===== src/rtl/addsub_arbiter_if.sv =====
// Purpose: request, operand and result handshake bundle between the add/sub arbiter and its users.
// Latency: none, wires only.
// Backpressure: carries the valid/ready pairs; the arbiter drives a_ready, b_ready and res_valid.
interface addsub_arbiter_if #(
  parameter int N = 4
);
  logic         a_valid;
  logic         a_ready;
  logic [N-1:0] a_x;
  logic [N-1:0] a_y;
  logic         a_add_n;

  logic         b_valid;
  logic         b_ready;
  logic [N-1:0] b_x;
  logic [N-1:0] b_y;
  logic         b_add_n;

  logic         res_valid;
  logic         res_ready;
  logic [N-1:0] res_s;
  logic         res_c_out;
  logic         res_ovf;
  logic         res_id;

  // Requesters and result consumer side
  modport master (
    output a_valid, a_x, a_y, a_add_n,
    output b_valid, b_x, b_y, b_add_n,
    output res_ready,
    input  a_ready, b_ready,
    input  res_valid, res_s, res_c_out, res_ovf, res_id
  );

  // Arbiter side
  modport slave (
    input  a_valid, a_x, a_y, a_add_n,
    input  b_valid, b_x, b_y, b_add_n,
    input  res_ready,
    output a_ready, b_ready,
    output res_valid, res_s, res_c_out, res_ovf, res_id
  );
endinterface


===== src/rtl/addsub_arbiter.sv =====
// Purpose: round-robin share of one ripple-carry add/sub datapath between requesters A and B.
// Latency: 1 cycle from request handshake to res_valid; at most one operation in flight.
// Backpressure: result held stable while res_ready is low; no request is accepted until it is consumed.
module addsub_arbiter #(
  parameter int N = 4
) (
  input logic            clk,
  input logic            reset,
  addsub_arbiter_if.slave bus
);

  typedef enum logic {IDLE, BUSY} state_t;

  state_t       state;
  logic         ptr;          // 0: A has priority, 1: B has priority
  logic         res_valid_q;
  logic [N-1:0] res_s_q;
  logic         res_c_q;
  logic         res_ovf_q;
  logic         res_id_q;

  logic         grant_a;
  logic         grant_b;
  logic [N-1:0] op_x;
  logic [N-1:0] op_y;
  logic         op_add_n;
  logic [N-1:0] y_eff;
  logic [N-1:0] sum;
  logic         carry;
  logic         c_out;
  logic         ovf;

  // Grant one requester in IDLE; the loser of a tie is the one that was served last
  always_comb begin
    grant_a = (state == IDLE) & ~reset & bus.a_valid & (~ptr | ~bus.b_valid);
    grant_b = (state == IDLE) & ~reset & bus.b_valid & ( ptr | ~bus.a_valid);
  end

  assign bus.a_ready = grant_a;
  assign bus.b_ready = grant_b;

  // Steer the granted operands into the shared datapath
  always_comb begin
    op_x     = grant_b ? bus.b_x     : bus.a_x;
    op_y     = grant_b ? bus.b_y     : bus.a_y;
    op_add_n = grant_b ? bus.b_add_n : bus.a_add_n;
  end

  // Subtract is x + ~y + 1: invert y and inject the +1 as carry-in
  assign y_eff = op_y ^ {N{op_add_n}};

  // Ripple-carry chain, one full adder per bit
  always_comb begin
    carry = op_add_n;
    sum   = '0;
    for (int i = 0; i < N; i++) begin
      sum[i] = op_x[i] ^ y_eff[i] ^ carry;
      carry  = (op_x[i] & y_eff[i]) | (carry & (op_x[i] ^ y_eff[i]));
    end
    c_out = carry;
  end

  // Signed overflow: operands of equal sign producing a result of the other sign
  assign ovf = (op_x[N-1] == y_eff[N-1]) & (sum[N-1] != op_x[N-1]);

  // Arbitration state, priority pointer and registered result
  always_ff @(posedge clk) begin
    if (reset) begin
      state       <= IDLE;
      ptr         <= 1'b0;
      res_valid_q <= 1'b0;
      res_s_q     <= '0;
      res_c_q     <= 1'b0;
      res_ovf_q   <= 1'b0;
      res_id_q    <= 1'b0;
    end else begin
      case (state)
        IDLE: begin
          if (grant_a | grant_b) begin
            res_s_q     <= sum;
            res_c_q     <= c_out;
            res_ovf_q   <= ovf;
            res_id_q    <= grant_b;
            ptr         <= grant_a;   // hand priority to the requester not just served
            res_valid_q <= 1'b1;
            state       <= BUSY;
          end
        end
        BUSY: begin
          if (bus.res_ready) begin
            res_valid_q <= 1'b0;
            state       <= IDLE;
          end
        end
        default: begin
          res_valid_q <= 1'b0;
          state       <= IDLE;
        end
      endcase
    end
  end

  assign bus.res_valid = res_valid_q;
  assign bus.res_s     = res_s_q;
  assign bus.res_c_out = res_c_q;
  assign bus.res_ovf   = res_ovf_q;
  assign bus.res_id    = res_id_q;

endmodule

===== src/flat_wrapper.sv =====
// flat-port wrapper written by rule: the top's interface ports become plain ports
module addsub_arbiter_flat 
#(
  parameter int N = 4
)
  (clk, reset, bus_a_valid, bus_a_x, bus_a_y, bus_a_add_n, bus_b_valid, bus_b_x, bus_b_y, bus_b_add_n, bus_res_ready, bus_a_ready, bus_b_ready, bus_res_valid, bus_res_s, bus_res_c_out, bus_res_ovf, bus_res_id);
  addsub_arbiter_if #(.N(N)) bus_i ();
  input logic clk;
  input logic reset;
  input wire logic [$bits(bus_i.a_valid)-1:0] bus_a_valid;
  input wire logic [$bits(bus_i.a_x)-1:0] bus_a_x;
  input wire logic [$bits(bus_i.a_y)-1:0] bus_a_y;
  input wire logic [$bits(bus_i.a_add_n)-1:0] bus_a_add_n;
  input wire logic [$bits(bus_i.b_valid)-1:0] bus_b_valid;
  input wire logic [$bits(bus_i.b_x)-1:0] bus_b_x;
  input wire logic [$bits(bus_i.b_y)-1:0] bus_b_y;
  input wire logic [$bits(bus_i.b_add_n)-1:0] bus_b_add_n;
  input wire logic [$bits(bus_i.res_ready)-1:0] bus_res_ready;
  output wire logic [$bits(bus_i.a_ready)-1:0] bus_a_ready;
  output wire logic [$bits(bus_i.b_ready)-1:0] bus_b_ready;
  output wire logic [$bits(bus_i.res_valid)-1:0] bus_res_valid;
  output wire logic [$bits(bus_i.res_s)-1:0] bus_res_s;
  output wire logic [$bits(bus_i.res_c_out)-1:0] bus_res_c_out;
  output wire logic [$bits(bus_i.res_ovf)-1:0] bus_res_ovf;
  output wire logic [$bits(bus_i.res_id)-1:0] bus_res_id;
  assign bus_i.a_valid = bus_a_valid;
  assign bus_i.a_x = bus_a_x;
  assign bus_i.a_y = bus_a_y;
  assign bus_i.a_add_n = bus_a_add_n;
  assign bus_i.b_valid = bus_b_valid;
  assign bus_i.b_x = bus_b_x;
  assign bus_i.b_y = bus_b_y;
  assign bus_i.b_add_n = bus_b_add_n;
  assign bus_i.res_ready = bus_res_ready;
  assign bus_a_ready = bus_i.a_ready;
  assign bus_b_ready = bus_i.b_ready;
  assign bus_res_valid = bus_i.res_valid;
  assign bus_res_s = bus_i.res_s;
  assign bus_res_c_out = bus_i.res_c_out;
  assign bus_res_ovf = bus_i.res_ovf;
  assign bus_res_id = bus_i.res_id;
  addsub_arbiter #(.N(N)) u_core (.clk(clk), .reset(reset), .bus(bus_i));
endmodule

===== config.mk =====
export PLATFORM = sky130hd
export DESIGN_NAME = addsub_arbiter_flat
export DESIGN_NICKNAME = d
export VERILOG_FILES = /design/src/rtl/addsub_arbiter_if.sv /design/src/rtl/addsub_arbiter.sv /design/src/flat_wrapper.sv
export SDC_FILE = /design/constraint.sdc
export NUM_CORES = 1
export LEC_CHECK = 0
export BUFFER_PORTS_ARGS = -buffer_cell sky130_fd_sc_hd__buf_2
export CAP_MARGIN = 20
export CORE_MARGIN = 5
export CORE_UTILIZATION = 35
export DETAILED_ROUTE_END_ITERATION = 8
export GPL_TIMING_DRIVEN = 0
export HOLD_SLACK_MARGIN = 0.05
export PLACE_DENSITY = 0.75
export REMOVE_ABC_BUFFERS = 1
export SLEW_MARGIN = 0
export SYNTH_ARGS = -nofsm -noshare
export SYNTH_HDL_FRONTEND = slang
export SYNTH_SLANG_ARGS = --single-unit

===== constraint.sdc =====
create_clock -name clk -period 3.5 [get_ports clk]
set_input_delay 0.35 -clock clk [delete_from_list [all_inputs] [get_ports clk]]
set_output_delay 0.35 -clock clk [all_outputs]
set_load 0.005 [all_outputs]

==> results_dict.tcl, run 1 <==
set metrics [dict create \
    run_status "finished clean" \
    timing_hold_violations_final 0 \
    post_synth_and_or_nand_nor_area_fraction 0.212 \
    sequentialPowerShare 0.385 \
    placed_cells 124 \
    postRouteAntennaNets 0 \
    tritoncts.num_buffers 3 \
    drt_iter0_drc 4 \
    critPathMostFrequentCell "sky130_fd_sc_hd__fa_1" \
    synth_sequential_area_ratio 0.309 \
    grt_antenna_before_repair 0 \
    clock_tree.root_cell "sky130_fd_sc_hd__clkbuf_4" \
    critPathRequiredTime_ns 3.68 \
    finalCritPeriodShare 0.928 \
    fmax_mhz 308 \
    comb_power_share 0.320 \
    synth-compound-area-share 0.116 \
    worstSkewPairLatency_ns 0.26 \
    numClockSinks 10 \
    synth_xor_xnor_area_share 0.0676 \
    power.share.switching 0.297 \
    max_cap_viol_count 0 \
    slew_headroom 0.750 \
    synth_enable_flop_cells 0 \
    drt_drc_violations_left 0 \
    p_clk_frac 0.295 \
    number_of_port_buffers 32 \
    setup_tns_ns 0 \
    layout_min_cycle_time_ns 3.25 \
    number_of_global_route_vias_before_repair 605 \
    floorplan.rows 15 \
    synth.lib_cells_used.distinct 26 \
    slew_viol_final 0 \
    synth_largest_area_cell "sky130_fd_sc_hd__dfxtp_1" \
    tritoncts "yes" \
    mostFrequentLayoutCells "sky130_fd_sc_hd__buf_2, sky130_fd_sc_hd__nand2_1, sky130_fd_sc_hd__dfxtp_1" \
    path_class "reg -> reg" \
    detail_route.wl_per_cell_um 12.5 \
    synth.ff_latch_count 10 \
    async_reset_ff_frac 0 \
    peakVddDrop_uv 235 \
    rsz0062_at_grt "no" \
    syn-instance-count 69 \
    num_antenna_cells 0 \
    design.die.area_um2 2810 \
    cp.buffers_inverters 1 \
    critPathSlowestCell "sky130_fd_sc_hd__fa_1" \
    synthAdderAreaFrac 0.112 \
    combinational_family_with_the_most_area_after_synthesis "simple AND/OR/NAND/NOR gates" \
    grt_start_max_net_pins 13 \
    layout.cell_area.non_filler_um2 873 \
    timing.critical_path.arrival_ns 3.43 \
    worst-slew-pin-transition_ns 0.374 \
    grt_util_all_layers 0.132 \
    power_density_nw_per_um2 405 \
    final.hold.worst_slack_ns 0.361 \
    floorplan_core_area_um2 1750 \
    yosysWarningCount 0 \
    static-leakage-power_nw 0.446 \
    globalRouteOverflowTotal 0 \
    worst-path-max-fanout 12 \
    postSynthAreaPerCell_um2 9.39 \
    clock-skew-final_ns 0.00367 \
    placed_area_um2 828 \
    worstSetupStartpointType "flop" \
    floorplan.die.width_um 53.0 \
    syn2layout_area_growth_pct 34.7 \
    yosys-top-cells-area "sky130_fd_sc_hd__dfxtp_1, sky130_fd_sc_hd__mux2i_1, sky130_fd_sc_hd__fa_1, sky130_fd_sc_hd__nand2_1, sky130_fd_sc_hd__nand2b_1" \
    ios 33 \
    post_route_cells_drive_above_1_share 0.408 \
    layout_setup_ws_ns 0.253 \
    ys_dominant_reg_cell "sky130_fd_sc_hd__dfxtp_1" \
    final_cell_count_no_fill 128 \
    worstPathCellList "nor2b_1 -> or3_4 -> clkinv_4 -> mux2i_4 -> o21a_1 -> o21ai_1 -> fa_1 -> fa_1 -> fa_1 -> xnor2_1 -> o31ai_1" \
    timing.critical_path.slowest_cell_delay_ns 0.48 \
    totalWireLength_mm 1.61 \
    detail_route.vias_per_cell 4.67 \
    critPathTopFamily "adder cells" \
    end_kind "flop" \
    synth.mux.area_fraction 0.153 \
    die_y_um 53.0 \
    fin_nets 131 \
    first_pass_grt_wire_length_mm 2.66 \
    dpl_worst_slack_ns 0.0163 \
    htree_levels 1 \
    drt-pass1-iter-count 4 \
    path_clk_slew_ns 0.07 \
    placer_congestion_estimate 0.673 \
    netlist_area_um2 648 \
    most_common_library_cell_in_the_layout_ignoring_fill_and_taps "sky130_fd_sc_hd__buf_2" \
    netlist.area_leader.share 0.309 \
    cts_max_path_bufs 2 \
    min-delay-path-class "in -> reg" \
    initial_core_util 0.371 \
    netSwitchingPower_mw 0.105 \
    power.internal_mw 0.249 \
    setup_viol 0 \
    detailedPlacementHpwl_mm 1.26 \
    dr_total_vias 598 \
]
## timing repair
action	in CTS	in global routing
gates resized for setup	0	1
hold buffers	0	0
setup endpoints to repair	0	1
setup buffers	0	0
## flip-flops by register name, summed over array words and instances, names as in the netlist
name and flops:
u_core.bus.res_valid 1, u_core.bus.res_s 4, u_core.state 1, u_core.bus.res_id 1, u_core.ptr 1, u_core.bus.res_c_out 1
u_core.bus.res_ovf 1
## final timing paths
path	end	depth (start not counted)	slack [ns]	start
max reg2reg	u_core.bus.res_ovf$_SDFFE_PP0P_	11	0.25	u_core.ptr$_SDFFE_PP0P_
min reg2reg	u_core.bus.res_valid$_SDFFE_PP0P_	2	0.46	u_core.bus.res_valid$_SDFFE_PP0P_
min	u_core.state$_SDFF_PP0_	3	0.36	bus_res_ready
max	u_core.bus.res_ovf$_SDFFE_PP0P_	11	0.25	u_core.ptr$_SDFFE_PP0P_
## worst reg2reg max path, stage by stage (launching register included)
cell and delay (ns):
sky130_fd_sc_hd__dfxtp_1 0.39, sky130_fd_sc_hd__nor2b_1 0.07, sky130_fd_sc_hd__or3_4 0.47, sky130_fd_sc_hd__clkinv_4 0.12
sky130_fd_sc_hd__mux2i_4 0.30, sky130_fd_sc_hd__o21a_1 0.15, sky130_fd_sc_hd__o21ai_1 0.07, sky130_fd_sc_hd__fa_1 0.38
sky130_fd_sc_hd__fa_1 0.39, sky130_fd_sc_hd__fa_1 0.48, sky130_fd_sc_hd__xnor2_1 0.15, sky130_fd_sc_hd__o31ai_1 0.19
## power groups by stage
stage | sequential [mW] | combinational (mW) | clock, mW
final | 0.136 | 0.113 | 0.104
after global routing | 0.138 | 0.131 | 0.120
after CTS | 0.136 | 0.113 | 0.110
after detailed placement | 0.139 | 0.113 | 0
after floorplan | 0.139 | 0.0699 | 0
after global placement | 0.138 | 0.109 | 0
## Yosys cell counts, types with 3 or more instances
cell type,instances
sky130_fd_sc_hd__fa_1,3
sky130_fd_sc_hd__nand2_1,10
sky130_fd_sc_hd__xor2_1,4
sky130_fd_sc_hd__mux2i_1,7
sky130_fd_sc_hd__nand2b_1,6
sky130_fd_sc_hd__nor2_1,7
sky130_fd_sc_hd__a21oi_1,4
sky130_fd_sc_hd__dfxtp_1,10
## cell type report
cell class                 instances  area (um^2)
clock buffer                       4         36.3
fill                             188          872
tap                               25         31.3
multi-input combinational         56          437
sequential                        10          200
inverter                           1         8.76
timing repair buffer              32          160
## stage by stage
step	utilization	power, mW
final	0.500	0.353
after global routing	0.500	0.389
after CTS	0.495	0.359
after detailed placement	0.475	0.251
after global placement	0.475	0.247
after floorplan	-	0.209
## metal layers
layer  GRT usage  share of wire  vias up
met5           0              0        -
met4      0.0255              0        0
met3      0.0535          0.054        0
met2       0.260           0.60       15
met1       0.126           0.35      282
li1            -              -      301
## kinds of logic (layout without fill, tap and decap cells)
| kind of cell | count (synthesis) | after routing |
|---|---|---|
| AND/OR/NAND/NOR | 27 | 27 |
| AO/OA/AOI/OAI | 11 | 11 |
| flip-flops | 10 | 10 |
| multiplexers | 9 | 9 |
| XOR/XNOR | 5 | 5 |
| adder cells (fa/ha/maj) | 4 | 4 |
| buffers and inverters | 3 | 37 |
Power figures use the tool's default switching activity.
==> run 2, diff against run 1 <==
Settings changed: CORE_UTILIZATION 35 to 43, PLACE_DENSITY 0.75 to 0.87.
==> run 2 against run 1 <==
Compared with the run above: largest power group unchanged; global-route usage rose by 0.42 points; combinational power hardly changed; hold slack improved by 0.025 ns; highest routed layer is now met4; first-iteration DRC count grew to 3.0 times the previous value; sequential cell count stayed put; largest cell class unchanged.
==> results_dict.tcl, run 2 (same netlist as run 1, synthesis figures left out) <==
set metrics [dict create \
    slew_viol_final 0 \
    timing_hold_violations_final 0 \
    multi_input_area_um2 428 \
    number_of_flip_flops_under_the_largest_register_name 4 \
    post_cts_resized 0 \
    clock_tree.root_cell "sky130_fd_sc_hd__clkbuf_4" \
    mostFrequentLayoutCells "sky130_fd_sc_hd__buf_2, sky130_fd_sc_hd__nand2_1, sky130_fd_sc_hd__dfxtp_1" \
    totalWireLength_mm 1.57 \
    placer_congestion_estimate 0.724 \
    initial_core_util 0.440 \
    tritoncts "yes" \
    static-leakage-power_nw 0.438 \
    numClockSinks 10 \
    max_cap_viol_count 0 \
    first_pass_grt_wire_length_mm 2.54 \
    most_common_library_cell_in_the_layout_ignoring_fill_and_taps "sky130_fd_sc_hd__buf_2" \
    rsz0062_at_grt "no" \
    slew_headroom 0.772 \
    power_density_nw_per_um2 386 \
    finalCritPeriodShare 0.940 \
    timing.critical_path.arrival_ns 3.46 \
    setup_viol 0 \
    drt_drc_violations_left 0 \
    ios 33 \
    grt_start_max_net_pins 13 \
    post_route_cells_drive_above_1_share 0.402 \
    layout_min_cycle_time_ns 3.29 \
    fin_nets 131 \
    path_clk_slew_ns 0.06 \
    grt_antenna_before_repair 0 \
    cts_max_path_bufs 2 \
    drt_iter0_drc 12 \
    htree_levels 1 \
    clock-skew-final_ns 0.000866 \
    worstSkewPairLatency_ns 0.25 \
    fillerInstances 145 \
    detail_route.wl_per_cell_um 13.3 \
    final-seq-area_um2 200 \
    floorplan.rows 14 \
    syn2layout_area_growth_pct 29.5 \
    design.die.area_um2 2380 \
    setup_tns_ns 0 \
    min-delay-path-class "in -> reg" \
    dr_total_vias 623 \
    cts_hold_repair.buffers 0 \
    run_status "finished clean" \
    grt_util_all_layers 0.136 \
    worst-path-max-fanout 12 \
    tritoncts.num_buffers 3 \
    number_of_port_buffers 32 \
    fmax_mhz 304 \
    critPathRequiredTime_ns 3.67 \
    detail_route.vias_per_cell 5.28 \
    die_y_um 48.8 \
    number_of_global_route_vias_before_repair 617 \
    post-cts-setup-buffer-count 0 \
    end_kind "flop" \
    globalRouteOverflowTotal 0 \
    worstSetupStartpointType "flop" \
    final.hold.worst_slack_ns 0.386 \
    drt-pass1-iter-count 4 \
    floorplan_core_area_um2 1470 \
    floorplan.die.width_um 48.8 \
    path_class "reg -> reg" \
    postRouteAntennaNets 0 \
    worst-slew-pin-transition_ns 0.336 \
    num_antenna_cells 0 \
    reg2reg_setup_slack_ns 0.21 \
    peakVddDrop_uv 187 \
]
run 2: layer usage:
layer,vias up,global-route usage,routed length (um)
met4,0,0.112,80
li1,305,-,-
met2,31,0.237,836
met3,8,0.0336,126
met5,-,0,0
met1,279,0.134,527
run 2: final timing paths:
kind,endpoint,startpoint,depth (start not counted)
max reg2reg,u_core.bus.res_ovf$_SDFFE_PP0P_,u_core.state$_SDFF_PP0_,11
min,u_core.bus.res_valid$_SDFFE_PP0P_,bus_res_ready,4
min reg2reg,u_core.bus.res_valid$_SDFFE_PP0P_,u_core.bus.res_valid$_SDFFE_PP0P_,2
max,u_core.bus.res_ovf$_SDFFE_PP0P_,u_core.state$_SDFF_PP0_,11
run 2: critical path: stages, from the launching register on:
cell	delay [ns]
sky130_fd_sc_hd__dfxtp_1	0.33
sky130_fd_sc_hd__nand2b_1	0.16
sky130_fd_sc_hd__or3_4	0.44
sky130_fd_sc_hd__clkinv_4	0.11
sky130_fd_sc_hd__mux2i_2	0.35
sky130_fd_sc_hd__o21a_1	0.15
sky130_fd_sc_hd__o21ai_1	0.06
sky130_fd_sc_hd__fa_1	0.39
sky130_fd_sc_hd__fa_1	0.39
sky130_fd_sc_hd__fa_1	0.48
sky130_fd_sc_hd__xnor2_1	0.15
sky130_fd_sc_hd__o31ai_1	0.18
run 2: stage by stage:
| step | cell area (um^2) | power, mW | worst slack (ns) | std cells | util |
|---|---|---|---|---|---|
| 5_1_grt | 840 | 0.346 | 0.0158 | 118 | 0.571 |
| 3_3_place_gp | 817 | 0.245 | 0.123 | 115 | 0.555 |
| 3_5_place_dp | 817 | 0.253 | 0.0399 | 115 | 0.555 |
| 4_1_cts | 840 | 0.328 | 0.182 | 118 | 0.571 |
| 6_report | 840 | 0.324 | 0.211 | 118 | 0.571 |
| 2_1_floorplan | 637 | 0.209 | 0.373 | 67 | - |
run 2: area by class of cell:
| class | count | share of cell area |
|---|---|---|
| Clock buffer | 3 | 0.0268 |
| Inverter | 1 | 0.0104 |
| Timing Repair Buffer | 32 | 0.191 |
| Sequential cell | 10 | 0.238 |
| Multi-Input combinational cell | 56 | 0.510 |
| Tap cell | 16 | 0.0238 |
run 2: power breakdown:
part           total, mW  internal, mW  switching (mW)
sequential         0.136         0.128         0.00793
combinational      0.114        0.0571          0.0569
clock             0.0735        0.0394          0.0340
